--- config.mk ---
export PLATFORM = sky130hd
export DESIGN_NAME = pixel_group_packer
export DESIGN_NICKNAME = d
export VERILOG_FILES = /design/src/rtl/pixel_pack_pkg.sv /design/src/rtl/pack_out_slot.sv /design/src/rtl/pixel_group_packer.sv
export SDC_FILE = /design/constraint.sdc
export NUM_CORES = 1
export LEC_CHECK = 0
export BUFFER_PORTS_ARGS = -buffer_cell sky130_fd_sc_hd__clkbuf_2
export CORE_UTILIZATION = 57
export CTS_CLUSTER_SIZE = 10
export DETAILED_ROUTE_END_ITERATION = 8
export GPL_ROUTABILITY_DRIVEN = 0
export PLACE_DENSITY = 0.79
export SLEW_MARGIN = 20
export SYNTH_ARGS = -nofsm -noshare
export SYNTH_HDL_FRONTEND = slang
export SYNTH_HIERARCHICAL = 1
export SYNTH_SLANG_ARGS = --single-unit
--- constraint.sdc ---
create_clock -name i_clk -period 3.4 [get_ports i_clk]
set_clock_uncertainty 0.1 [all_clocks]
set_input_delay 0.68 -clock i_clk [delete_from_list [all_inputs] [get_ports i_clk]]
set_output_delay 0.68 -clock i_clk [all_outputs]
set_load 0.01 [all_outputs]
--- src/rtl/pixel_pack_pkg.sv ---
// Shared types and sizing helpers for the pixel group packer.
package pixel_pack_pkg;

  typedef enum logic {
    FILL = 1'b0,
    PEND = 1'b1
  } state_e;

  // Width needed to hold a lane count of 0..n inclusive.
  function automatic int lane_cnt_width(input int n);
    return $clog2(n + 1);
  endfunction

  // Width of a lane index 0..n-1.
  function automatic int lane_idx_width(input int n);
    return (n > 1) ? $clog2(n) : 1;
  endfunction

endpackage

--- src/rtl/pack_out_slot.sv ---
// Output register for one packed group: loads a group, holds it while
// downstream stalls, and drops valid once it has been taken.
module pack_out_slot #(
  parameter int GW = 64,
  parameter int CW = 4
) (
  input  logic          i_clk,
  input  logic          i_rst_n,
  input  logic          i_load,
  input  logic [GW-1:0] i_load_data,
  input  logic [CW-1:0] i_load_count,
  input  logic          i_load_last,
  input  logic          i_ready,
  output logic          o_slot_free,
  output logic [GW-1:0] o_data,
  output logic          o_valid,
  output logic [CW-1:0] o_count,
  output logic          o_last
);

  logic [GW-1:0] data_q, data_d;
  logic          valid_q, valid_d;
  logic [CW-1:0] count_q, count_d;
  logic          last_q, last_d;

  assign o_slot_free = !valid_q | i_ready;

  // A load is only issued while the slot is free, so it takes priority over drain.
  always_comb begin
    data_d  = data_q;
    valid_d = valid_q;
    count_d = count_q;
    last_d  = last_q;
    if (i_load) begin
      data_d  = i_load_data;
      valid_d = 1'b1;
      count_d = i_load_count;
      last_d  = i_load_last;
    end else if (valid_q && i_ready) begin
      valid_d = 1'b0;
    end
  end

  always_ff @(posedge i_clk) begin
    if (!i_rst_n) begin
      data_q  <= '0;
      valid_q <= 1'b0;
      count_q <= '0;
      last_q  <= 1'b0;
    end else begin
      data_q  <= data_d;
      valid_q <= valid_d;
      count_q <= count_d;
      last_q  <= last_d;
    end
  end

  assign o_data  = data_q;
  assign o_valid = valid_q;
  assign o_count = count_q;
  assign o_last  = last_q;

endmodule

--- src/rtl/pixel_group_packer.sv ---
// Packs a serial pixel stream into groups of P_DATA_NUM lanes (lane 0 = first pixel).
// Optional PACK_FLUSH_EN: i_last closes a partial group with zeroed upper lanes.
module pixel_group_packer
  import pixel_pack_pkg::*;
#(
  parameter int P_DATA_WIDTH = 8,
  parameter int P_DATA_NUM   = 8
) (
  input  logic                                 i_clk,
  input  logic                                 i_rst_n,
  input  logic [P_DATA_WIDTH-1:0]              i_data,
  input  logic                                 i_valid,
  input  logic                                 i_last,
  output logic                                 o_ready,
  output logic [P_DATA_WIDTH*P_DATA_NUM-1:0]   o_data,
  output logic                                 o_valid,
  input  logic                                 i_ready,
  output logic [$clog2(P_DATA_NUM+1)-1:0]      o_count,
  output logic                                 o_last,
  output state_e                               o_state
);

  localparam int W  = P_DATA_WIDTH;
  localparam int N  = P_DATA_NUM;
  localparam int GW = W * N;
  localparam int CW = lane_cnt_width(N);
  localparam int IW = lane_idx_width(N);
  localparam logic [IW-1:0] LAST_IDX = IW'(N - 1);

  // Handshake: a beat transfers on a cycle where valid and ready are both high
  // at the rising edge; valid never waits on ready, and held data must stay stable.

  state_e        state_q, state_d;
  logic [IW-1:0] cnt_q, cnt_d;
  logic [GW-1:0] fill_q, fill_d;
  logic [CW-1:0] pend_count_q, pend_count_d;
  logic          pend_last_q, pend_last_d;

  logic          in_fire, out_fire, slot_free, closing, close_last;
  logic [GW-1:0] new_fill;
  logic [CW-1:0] close_count;
  logic          load, load_last;
  logic [GW-1:0] load_data;
  logic [CW-1:0] load_count;

  assign o_ready  = (state_q == FILL);
  assign in_fire  = i_valid & o_ready;
  assign out_fire = o_valid & i_ready;

`ifdef PACK_FLUSH_EN
  assign close_last = i_last;
`else
  logic unused_last;
  assign unused_last = i_last;
  assign close_last  = 1'b0;
`endif

  assign closing     = in_fire & ((cnt_q == LAST_IDX) | close_last);
  assign close_count = CW'(cnt_q) + CW'(1);

  always_comb begin
    new_fill = fill_q;
    new_fill[cnt_q*W +: W] = i_data;
  end

  always_comb begin
    state_d      = state_q;
    cnt_d        = cnt_q;
    fill_d       = fill_q;
    pend_count_d = pend_count_q;
    pend_last_d  = pend_last_q;
    load         = 1'b0;
    load_data    = new_fill;
    load_count   = close_count;
    load_last    = close_last;
    case (state_q)
      FILL: begin
        if (in_fire) begin
          fill_d = new_fill;
          cnt_d  = cnt_q + IW'(1);
          if (closing) begin
            if (slot_free) begin
              load   = 1'b1;
              cnt_d  = '0;
              fill_d = '0;
            end else begin
              // Group parked in the fill buffer; counter stays at the closing lane.
              state_d      = PEND;
              cnt_d        = cnt_q;
              pend_count_d = close_count;
              pend_last_d  = close_last;
            end
          end
        end
      end
      PEND: begin
        load_data  = fill_q;
        load_count = pend_count_q;
        load_last  = pend_last_q;
        if (out_fire) begin
          load    = 1'b1;
          cnt_d   = '0;
          fill_d  = '0;
          state_d = FILL;
        end
      end
      default: state_d = FILL;
    endcase
  end

  always_ff @(posedge i_clk) begin
    if (!i_rst_n) begin
      state_q      <= FILL;
      cnt_q        <= '0;
      fill_q       <= '0;
      pend_count_q <= '0;
      pend_last_q  <= 1'b0;
    end else begin
      state_q      <= state_d;
      cnt_q        <= cnt_d;
      fill_q       <= fill_d;
      pend_count_q <= pend_count_d;
      pend_last_q  <= pend_last_d;
    end
  end

  pack_out_slot #(
    .GW (GW),
    .CW (CW)
  ) u_slot (
    .i_clk        (i_clk),
    .i_rst_n      (i_rst_n),
    .i_load       (load),
    .i_load_data  (load_data),
    .i_load_count (load_count),
    .i_load_last  (load_last),
    .i_ready      (i_ready),
    .o_slot_free  (slot_free),
    .o_data       (o_data),
    .o_valid      (o_valid),
    .o_count      (o_count),
    .o_last       (o_last)
  );

  assign o_state = state_q;

endmodule

---- After elaboration in Yosys (flattened, before gate mapping) ----
Cells that the tools add are included.
word-level totals
  register bits ........................... 141
  bits of input ports ..................... 13
  word-level logic and storage cells ...... 53
operators by class
  shift operators ......................... 2
  reduce and logical (&&, ||, !) cells .... 6
  mux-type cells .......................... 25
  equal/unequal tests ..................... 4
  bitwise gates (word level) .............. 6
  add/subtract/negate cells ............... 3
operator list
  operator                 count
  $mux 64                  5
  $pmux 64 s2              1
  $bwmux 64                1
  $shift 8x34->64 const A  1
  $shiftx 8x34->64         1
  $neg 6->34               1
  $mux 3                   4
  $mux 1                   10
  $pmux 3 s2               1
  $add 3x1->4 const B      1
  $mux 4                   1
  $ne 2x1->1 const B       2
  $pmux 1 s2               2
  $reduce_and 4->1         1
  $add 3x1->3 const B      1
  $and 1x1->1              3
  $eq 3x3->1 const B       1
  $ne 3x3->1 const B       1
  $reduce_and 3->1         1
  $not 1->1                2
  $reduce_and 2->1         1
  $reduce_bool 2->1        1
  $logic_and 1x1->1        1
  $logic_not 1->1          1
  $or 1x1->1               1

---- Logic depth before layout (Yosys ltp) ----
Gate-level depths: netlist of the first run.
  depth after elaboration ................. 7
  gate-level depth with buffers ........... 10
  depth with buffers taken out ............ 9

---- Hierarchy ----
The synthesis of the first run kept the hierarchy.
modules (own cells, without submodules)
  module              times used  cells each  seq. area each (um2)  area an instance (um2)
  pixel_group_packer  1           325         1441.4                3518.4
  pack_out_slot       1           226         1401.3                2683.8

---- Least setup slack after synthesis of the first run ----
No wires, ideal clock.
  path kind ............................... register -> register
  start ................................... register cnt_q[0]
  end ..................................... register u_slot.data_q[32] (netlist: u_slot/o_data[32])
  setup time .............................. 0.116 ns
  data arrival time ....................... 2.433 ns
  data required time ...................... 3.184 ns
  stages on the path, launching flop included .. 11
  path slack .............................. 0.751 ns
  cell sequence ........................... dfxtp_1 -> buf_2 -> inv_1 -> ha_1 -> ha_1 -> nand2b_1 -> or4_4 -> nor2_4 -> mux2_2 -> mux2i_1 -> nor2b_1
RTL lines
  what                                                        line                       source
  from (decl)                                                 pixel_group_packer.sv:34   logic [IW-1:0] cnt_q, cnt_d;
  from (signal assigned)                                      pixel_group_packer.sv:120  cnt_q <= cnt_d;
  $neg 6->34 *                                                pixel_group_packer.sv:63   new_fill[cnt_q*W +: W] = i_data;
  $shiftx 8x34->64 / $shift 8x34->64 (equally long branches)  pixel_group_packer.sv:63
  $bwmux 64 *                                                 pixel_group_packer.sv:63
  $mux 64 *                                                   pixel_group_packer.sv:76   case (state_q)
  named net load_data[32]                                     pixel_group_packer.sv:43   logic [GW-1:0] load_data;
  to (signal assigned)                                        pack_out_slot.sv:51        data_q <= data_d;
  to (decl)                                                   pack_out_slot.sv:21        logic [GW-1:0] data_q, data_d;
Mark *: on every way through the listed nets, which the timed path passes. The rest lies on a longest branch.
A chain may end at the register's enable or synchronous reset.

---- Final worst setup path of the first run ----
  start ................................... register cnt_q[0]
  end ..................................... register u_slot.data_q[37] (netlist: u_slot/o_data[37])
The elaborated chain is that of the path after synthesis.

==> results of run 1 <==
-- kinds of logic after synthesis --
family / after synthesis
flops: 142
mux: 138
simple gates: 132
compound gates: 85
buf+inv: 48
fa+ha+maj: 5
other cells: 1
-- worst reg2reg max path: cells and delay by family, from the launching register on --
kind          cells  cell delay, ps
flops             1             500
buf+inv           1             140
mux               2             550
simple gates      4            1000
fa+ha+maj         2             640
-- area by class of cell --
type	count	area share
multi-input combinational	361	0.434
sequential	142	0.400
timing repair buffer	89	0.0647
clock buffer	20	0.0612
tap	136	0.0239
clock inverter	9	0.0102
inverter	12	0.00633
-- path summary, 6_finish.rpt --
path,from,to,slack (ps),cells past startpoint
worst max-delay path,cnt_q[0],u_slot/o_data[37],380,9
worst min-delay path,fill_q[7],fill_q[7],370,1
worst max register to register,cnt_q[0],u_slot/o_data[37],380,9
worst min register to register,fill_q[7],fill_q[7],370,1
-- state kept, by name (all words and copies together) (netlist names) --
signal / cells
cnt_q: 3
fill_q: 64
o_state: 1
pend_count_q: 4
u_slot/o_count: 4
u_slot/o_data: 64
u_slot/o_last: 1
u_slot/o_valid: 1
-- power by group through the flow --
stage | registers (uW) | logic (uW) | clock network [uW]
6_report | 1680 | 204 | 1630
5_1_grt | 1680 | 223 | 1730
4_1_cts | 1680 | 205 | 1640
3_5_place_dp | 1720 | 203 | 0
3_3_place_gp | 1720 | 196 | 0
2_1_floorplan | 1710 | 151 | 0
-- synthesized netlist by cell type (2+ instances only) --
cell type,instances
nor2b_1,76
mux2_2,60
o21ai_0,2
buf_8,7
nor3_2,2
a21oi_1,2
nand2b_1,7
o21ai_1,2
nor2_2,3
mux2i_1,78
dfxtp_1,142
buf_2,4
a22oi_1,2
clkbuf_1,21
o2111a_2,2
and2_1,3
nand3_1,4
a21boi_0,3
o31ai_2,2
a22o_1,63
o21ai_2,3
nand2_1,14
and3_1,3
buf_4,2
nor2_1,6
inv_1,12
ha_1,5
nor3_1,3
-- through the flow --
stage | utilization | power (uW) | cells
floorplan | - | 1870 | 551
global placement | 0.634 | 1910 | 740
detailed placement | 0.634 | 1920 | 740
CTS | 0.683 | 3530 | 769
global route | 0.683 | 3630 | 769
finish | 0.683 | 3510 | 769
-- per-layer routing --
layer | share of wire | wire (um) | vias to the layer above
li1 | - | - | 2110
met1 | 0.45 | 6000 | 2063
met2 | 0.49 | 6470 | 105
met3 | 0.045 | 596 | 15
met4 | 0.012 | 162 | 0
met5 | 0 | 0 | -
==> qor.yml, run 1 <==
power:
  swShare: 0.227
  pwr-share-clk: 0.463
  vdd_drop_max_uv: 281
  powerDensity_nw_per_um2: 494
  intPower_uw: 2720
  p_leak_uw: 0.00279
  seqPwrFrac: 0.479
  power_switching_uw: 798
  p_comb_frac: 0.058
place:
  post-place-ws_ps: 394
  portBuffers: 83
  placed_area_um2: 6610
  dpl.hpwl_um: 8650
timing:
  drv_slew: 0
  worstMarginPinSlew_ps: 706
  fin_crit_sh: 0.890
  tns_ps: 0
  rsz0062_at_grt: "false"
  fin_crit_ps: 3020
  max_freq_ghz: 0.331
  finalSetupViolCount: 0
  setup_ws_ps: 375
  hold_slack_ps: 369
  final_hold_viol_count: 0
  slew_headroom: 0.529
global_routing:
  grt_use_met2: 0.411
  grt.busiest_layer: "met2"
  grt_use_total: 0.250
  antenna_found_initial: 0
  overflow: 0
  met1_usage: 0.323
  grt_max_degree: 81
  grt_use_met3: 0.0595
  grt_pass1_wl_um: 22000
  grt_pass1_vias: 4271
clock_network:
  cts.clk_slew.worst_paths_ps: 60
  clock-sinks: 142
  cts.root.buffer_cell: "clkbuf_8"
  cts_made_buffers: 17
  cts_hold_buf: 0
  clockBufferDepth: 2
  cts_tree: "done"
  clk_latency_ps: 520
  cts_setup_buffers: 0
  cts_resized: 0
  cts-htree-levels: 4
drt:
  drt_first_pass_iters: 4
  drc: 0
  vias: 4293
  viasPerCell: 5.58
  wl_per_cell_um: 17.2
  drt_iter0_drc: 189
  antenna_left: 0
  drt_wl_total_um: 13200
floorplanning:
  die_area_um2: 11300
  rows: 37
  die_width_um: 106
  io_pins: 85
  initial_core_util: 0.595
  die_y_um: 106
  core_area_um2: 10400
layout:
  final_common_cell: "dfxtp_1"
  syn2layout_area_growth_pct: 14.7
  fill_cells: 816
  final_cell_mix: "142 x dfxtp_1, 83 x clkbuf_2, 78 x mux2i_1"
  antenna_cells: 0
  multi_input_area_um2: 3090
  stdcell_area_um2: 7110
  regArea_um2: 2840
  fin_nets: 641
  drive_gt1_frac: 0.310
job:
  max_cap_violations: 0
yosys:
  ys_warn_count: 6
  async_flop_share: 0
  ys_seq_elements: 142
  synth_mux_area_frac: 0.235
  yosys-top-cells-area: "dfxtp_1 46%, mux2i_1 13%, mux2_2 11%"
  synthesis.nets: 569
  yosysSeqAreaShare: 0.458
  synth_cell_types: 46
  synth-adder-area-share: 0.0101
  yosysTopAreaCellShare: 0.458
  ys.flop_type: "dfxtp_1"
  yosys.area_share.simple: 0.133
  synth_compound_area_frac: 0.119
  syn_area_per_cell_um2: 11.3
  synth_edf_count: 0
  syn_area_um2: 6200
  synth_cells: 551
  synth_top_family_by_area: "multiplexers"
  yosys.area.top_type: "dfxtp_1"
  synth-xor-area-share: 0
worst_setup_path:
  timing.setup.critical_path_class: "flip-flop to flip-flop"
  end_kind: "flip-flop"
  critPathMaxFanout: 10
  required_ps: 3710
  start_kind: "flip-flop"
  cpLargestDelayFamily: "simple AND/OR/NAND/NOR gates"
  cp_cell_sequence: "inv_1, ha_1, ha_1, nand2b_1, or4_4, nor2_4, mux2_2, mux2i_1, nor2b_1"
  worstPathArrival_ps: 3330
  crit_buf_inv: 1
  slowest_delay_ps: 500
  cp_common_cell: "ha_1"
  slowest_stage: "dfxtp_1"
worst_hold_path:
  hp-class: "flip-flop to flip-flop"
run_status:
  status: "complete, no violations"
(Power assumes the default switching activity.)
==> inputs of run 2 (changes only) <==
--- a/config.mk
+++ b/config.mk
@@ -10,9 +10,9 @@
 export CTS_CLUSTER_SIZE = 10
 export DETAILED_ROUTE_END_ITERATION = 8
 export GPL_ROUTABILITY_DRIVEN = 0
-export PLACE_DENSITY = 0.79
+export PLACE_DENSITY = 0.8
+export RECOVER_POWER = 100
 export SLEW_MARGIN = 20
 export SYNTH_ARGS = -nofsm -noshare
 export SYNTH_HDL_FRONTEND = slang
-export SYNTH_HIERARCHICAL = 1
 export SYNTH_SLANG_ARGS = --single-unit
==> qor.yml, run 2 <==
run_status:
  status: "complete, no violations"
timing:
  drv_slew: 0  # unchanged
  max_freq_ghz: 0.332  # +0.39%
  fin_crit_ps: 3010  # -11.8 ps
  slew_headroom: 0.0522  # -0.477
  fin_crit_sh: 0.886  # -0.00346
  worstMarginPinSlew_ps: 1420  # +715 ps
  final_hold_viol_count: 0  # unchanged
  rsz0062_at_grt: "false"
  tns_ps: 0  # unchanged
  finalSetupViolCount: 0  # unchanged
yosys:
  async_flop_share: 0  # unchanged
  synth_edf_count: 0  # unchanged
  ys_top_cells_by_count: "141 x dfxtp_1, 83 x nand2_1, 68 x o21ai_0"
  synth_cell_types: 47  # +2.2%
  yosys-top-cells-area: "dfxtp_1 49%, mux2i_1 6.8%, o21ai_0 5.9%"
  yosysTopAreaCellShare: 0.490  # +0.0321
  ys.flop_type: "dfxtp_1"
  ys_warn_count: 0  # -6
  synth_cells: 646  # +17%
  ys_seq_elements: 141  # -0.70%
  syn_area_um2: 5760  # -7.2%
  yosysSeqAreaShare: 0.490  # +0.0321
  yosysMostFrequentCell: "dfxtp_1"
  syn_area_per_cell_um2: 8.91  # -21%
  yosys.area.top_type: "dfxtp_1"
  synthesis.nets: 664  # +17%
drt:
  vias: 5140  # +20%
  drt_iter0_drc: 377  # +99%
  viasPerCell: 6.15  # +10%
  antenna_left: 0  # unchanged
  drt_first_pass_iters: 7  # +3
  drt_wl_total_um: 14900  # +13%
  wl_per_cell_um: 17.8  # +3.7%
  drc: 0  # unchanged
global_routing:
  grt_max_degree: 122  # +51%
  overflow: 0  # unchanged
  grt_pass1_vias: 4664  # +9.2%
  grt_pass1_wl_um: 23400  # +6.7%
  grt.busiest_layer: "met2"
  met1_usage: 0.400  # +0.0771
  grt_use_met2: 0.447  # +0.0357
  grt_use_total: 0.296  # +0.0462
  grt_use_met3: 0.0814  # +0.0219
  antenna_found_initial: 0  # unchanged
layout:
  multi_input_area_um2: 2660  # -14%
  final_cell_mix: "141 x dfxtp_1, 83 x nand2_1, 72 x clkbuf_1"
  syn2layout_area_growth_pct: 15.3
  stdcell_count: 836  # +8.7%
  antenna_cells: 0  # unchanged
  fill_cells: 824  # +0.98%
  final_common_cell: "dfxtp_1"
  fin_nets: 709  # +11%
  drive_gt1_frac: 0.0811  # -0.229
  stdcell_area_um2: 6640  # -6.7%
  regArea_um2: 2820  # -0.70%
clock_network:
  cts_resized: 0  # unchanged
  cts_hold_buf: 0  # unchanged
  cts_setup_buffers: 0  # unchanged
  clockBufferDepth: 2  # unchanged
  cts_tree: "done"
  clock-sinks: 141  # -0.70%
  clk_latency_ps: 540  # +20 ps
  cts.clk_slew.worst_paths_ps: 60  # about the same
  cts_made_buffers: 17  # unchanged
  cts-htree-levels: 4  # unchanged
  cts.root.buffer_cell: "clkbuf_8"
power:
  powerDensity_nw_per_um2: 558  # +13%
  p_leak_uw: 0.00231  # -17%
  vdd_drop_max_uv: 359  # +28%
place:
  dp_cells: 805  # +8.8%
  portBuffers: 82  # -1.2%
  dpl.hpwl_um: 9330  # +7.8%
  placed_area_um2: 6140  # -7.0%
floorplanning:
  die_y_um: 102  # -3.6%
  rows: 36  # -2.7%
  die_area_um2: 10500  # -7.1%
  die_width_um: 102  # -3.6%
  core_area_um2: 9770  # -6.2%
  io_pins: 85  # unchanged
  initial_core_util: 0.589  # -0.00660
job:
  max_cap_violations: 0  # unchanged
worst_setup_path:
  critPathMaxFanout: 22  # +12
  start_kind: "flip-flop"
  timing.setup.critical_path_class: "flip-flop to flip-flop"
  required_ps: 3720  # about the same
  worstPathArrival_ps: 3340  # about the same
  end_kind: "flip-flop"
worst_hold_path:
  hp-class: "flip-flop to flip-flop"
## run 2: cell types whose count changed after synthesis, moves of 16 or more
cell,before,now
o2bb2ai_1,0,16
o22ai_1,0,32
mux2_2,60,0
o21ai_0,2,68
clkbuf_1,21,40
a31oi_1,0,24
a21oi_1,2,61
nand2_1,14,83
nor2b_1,76,3
a22o_1,63,2
mux2i_1,78,39
## run 2: final cells by class
class / instances / area share
Sequential cell: 141 / 0.425
Multi-Input combinational cell: 437 / 0.401
Clock buffer: 22 / 0.0728
Timing Repair Buffer: 88 / 0.0562
Tap cell: 133 / 0.0251
Clock inverter: 9 / 0.0166
Inverter: 6 / 0.00339
## run 2: per-layer routing
metal | wire length [um] | share of wire | vias up
met4 | 346 | 0.023 | 0
met1 | 6610 | 0.44 | 2418
met3 | 1060 | 0.071 | 31
met5 | 0 | 0 | -
li1 | - | - | 2445
met2 | 6900 | 0.46 | 246
## run 2: kinds of logic after synthesis
logic type	Yosys count	share of synthesized area
multiplexers	39	0.0678
adder cells (fa/ha/maj)	5	0.0109
other	1	0.000652
AND/OR/NAND/NOR	161	0.138
flip-flops	141	0.490
buffers and inverters	68	0.0480
AO/OA/AOI/OAI	231	0.244
## run 2: final timing paths
kind	start	endpoint	slack (ps)	cells after the start
max	cnt_q[0]	fill_q[0]	390	7
min	fill_q[50]	fill_q[50]	360	1
max reg2reg	cnt_q[0]	fill_q[0]	390	7
min reg2reg	fill_q[50]	fill_q[50]	360	1
## run 2: through the flow
step	setup slack, ps	total power, uW	hold WS, ps	util
final	387	3700	365	0.679
after global routing	203	3790	381	0.679
after CTS	569	3720	365	0.689
after detailed placement	588	1900	348	0.629
after global placement	679	1890	343	0.629
after floorplan	772	1850	332	-
## run 2: power breakdown
part	switching, uW	total, uW	internal, uW
sequential	6.54	1670	1660
combinational	149	203	54.0
clock	696	1830	1140
## run 2: critical path, stage by stage, from the launching register on
cell and delay (ps):
dfxtp_1 320, clkbuf_1 700, ha_1 280, ha_1 250, inv_1 80, o21ai_1 440
o21ai_1 350, a32o_1 360
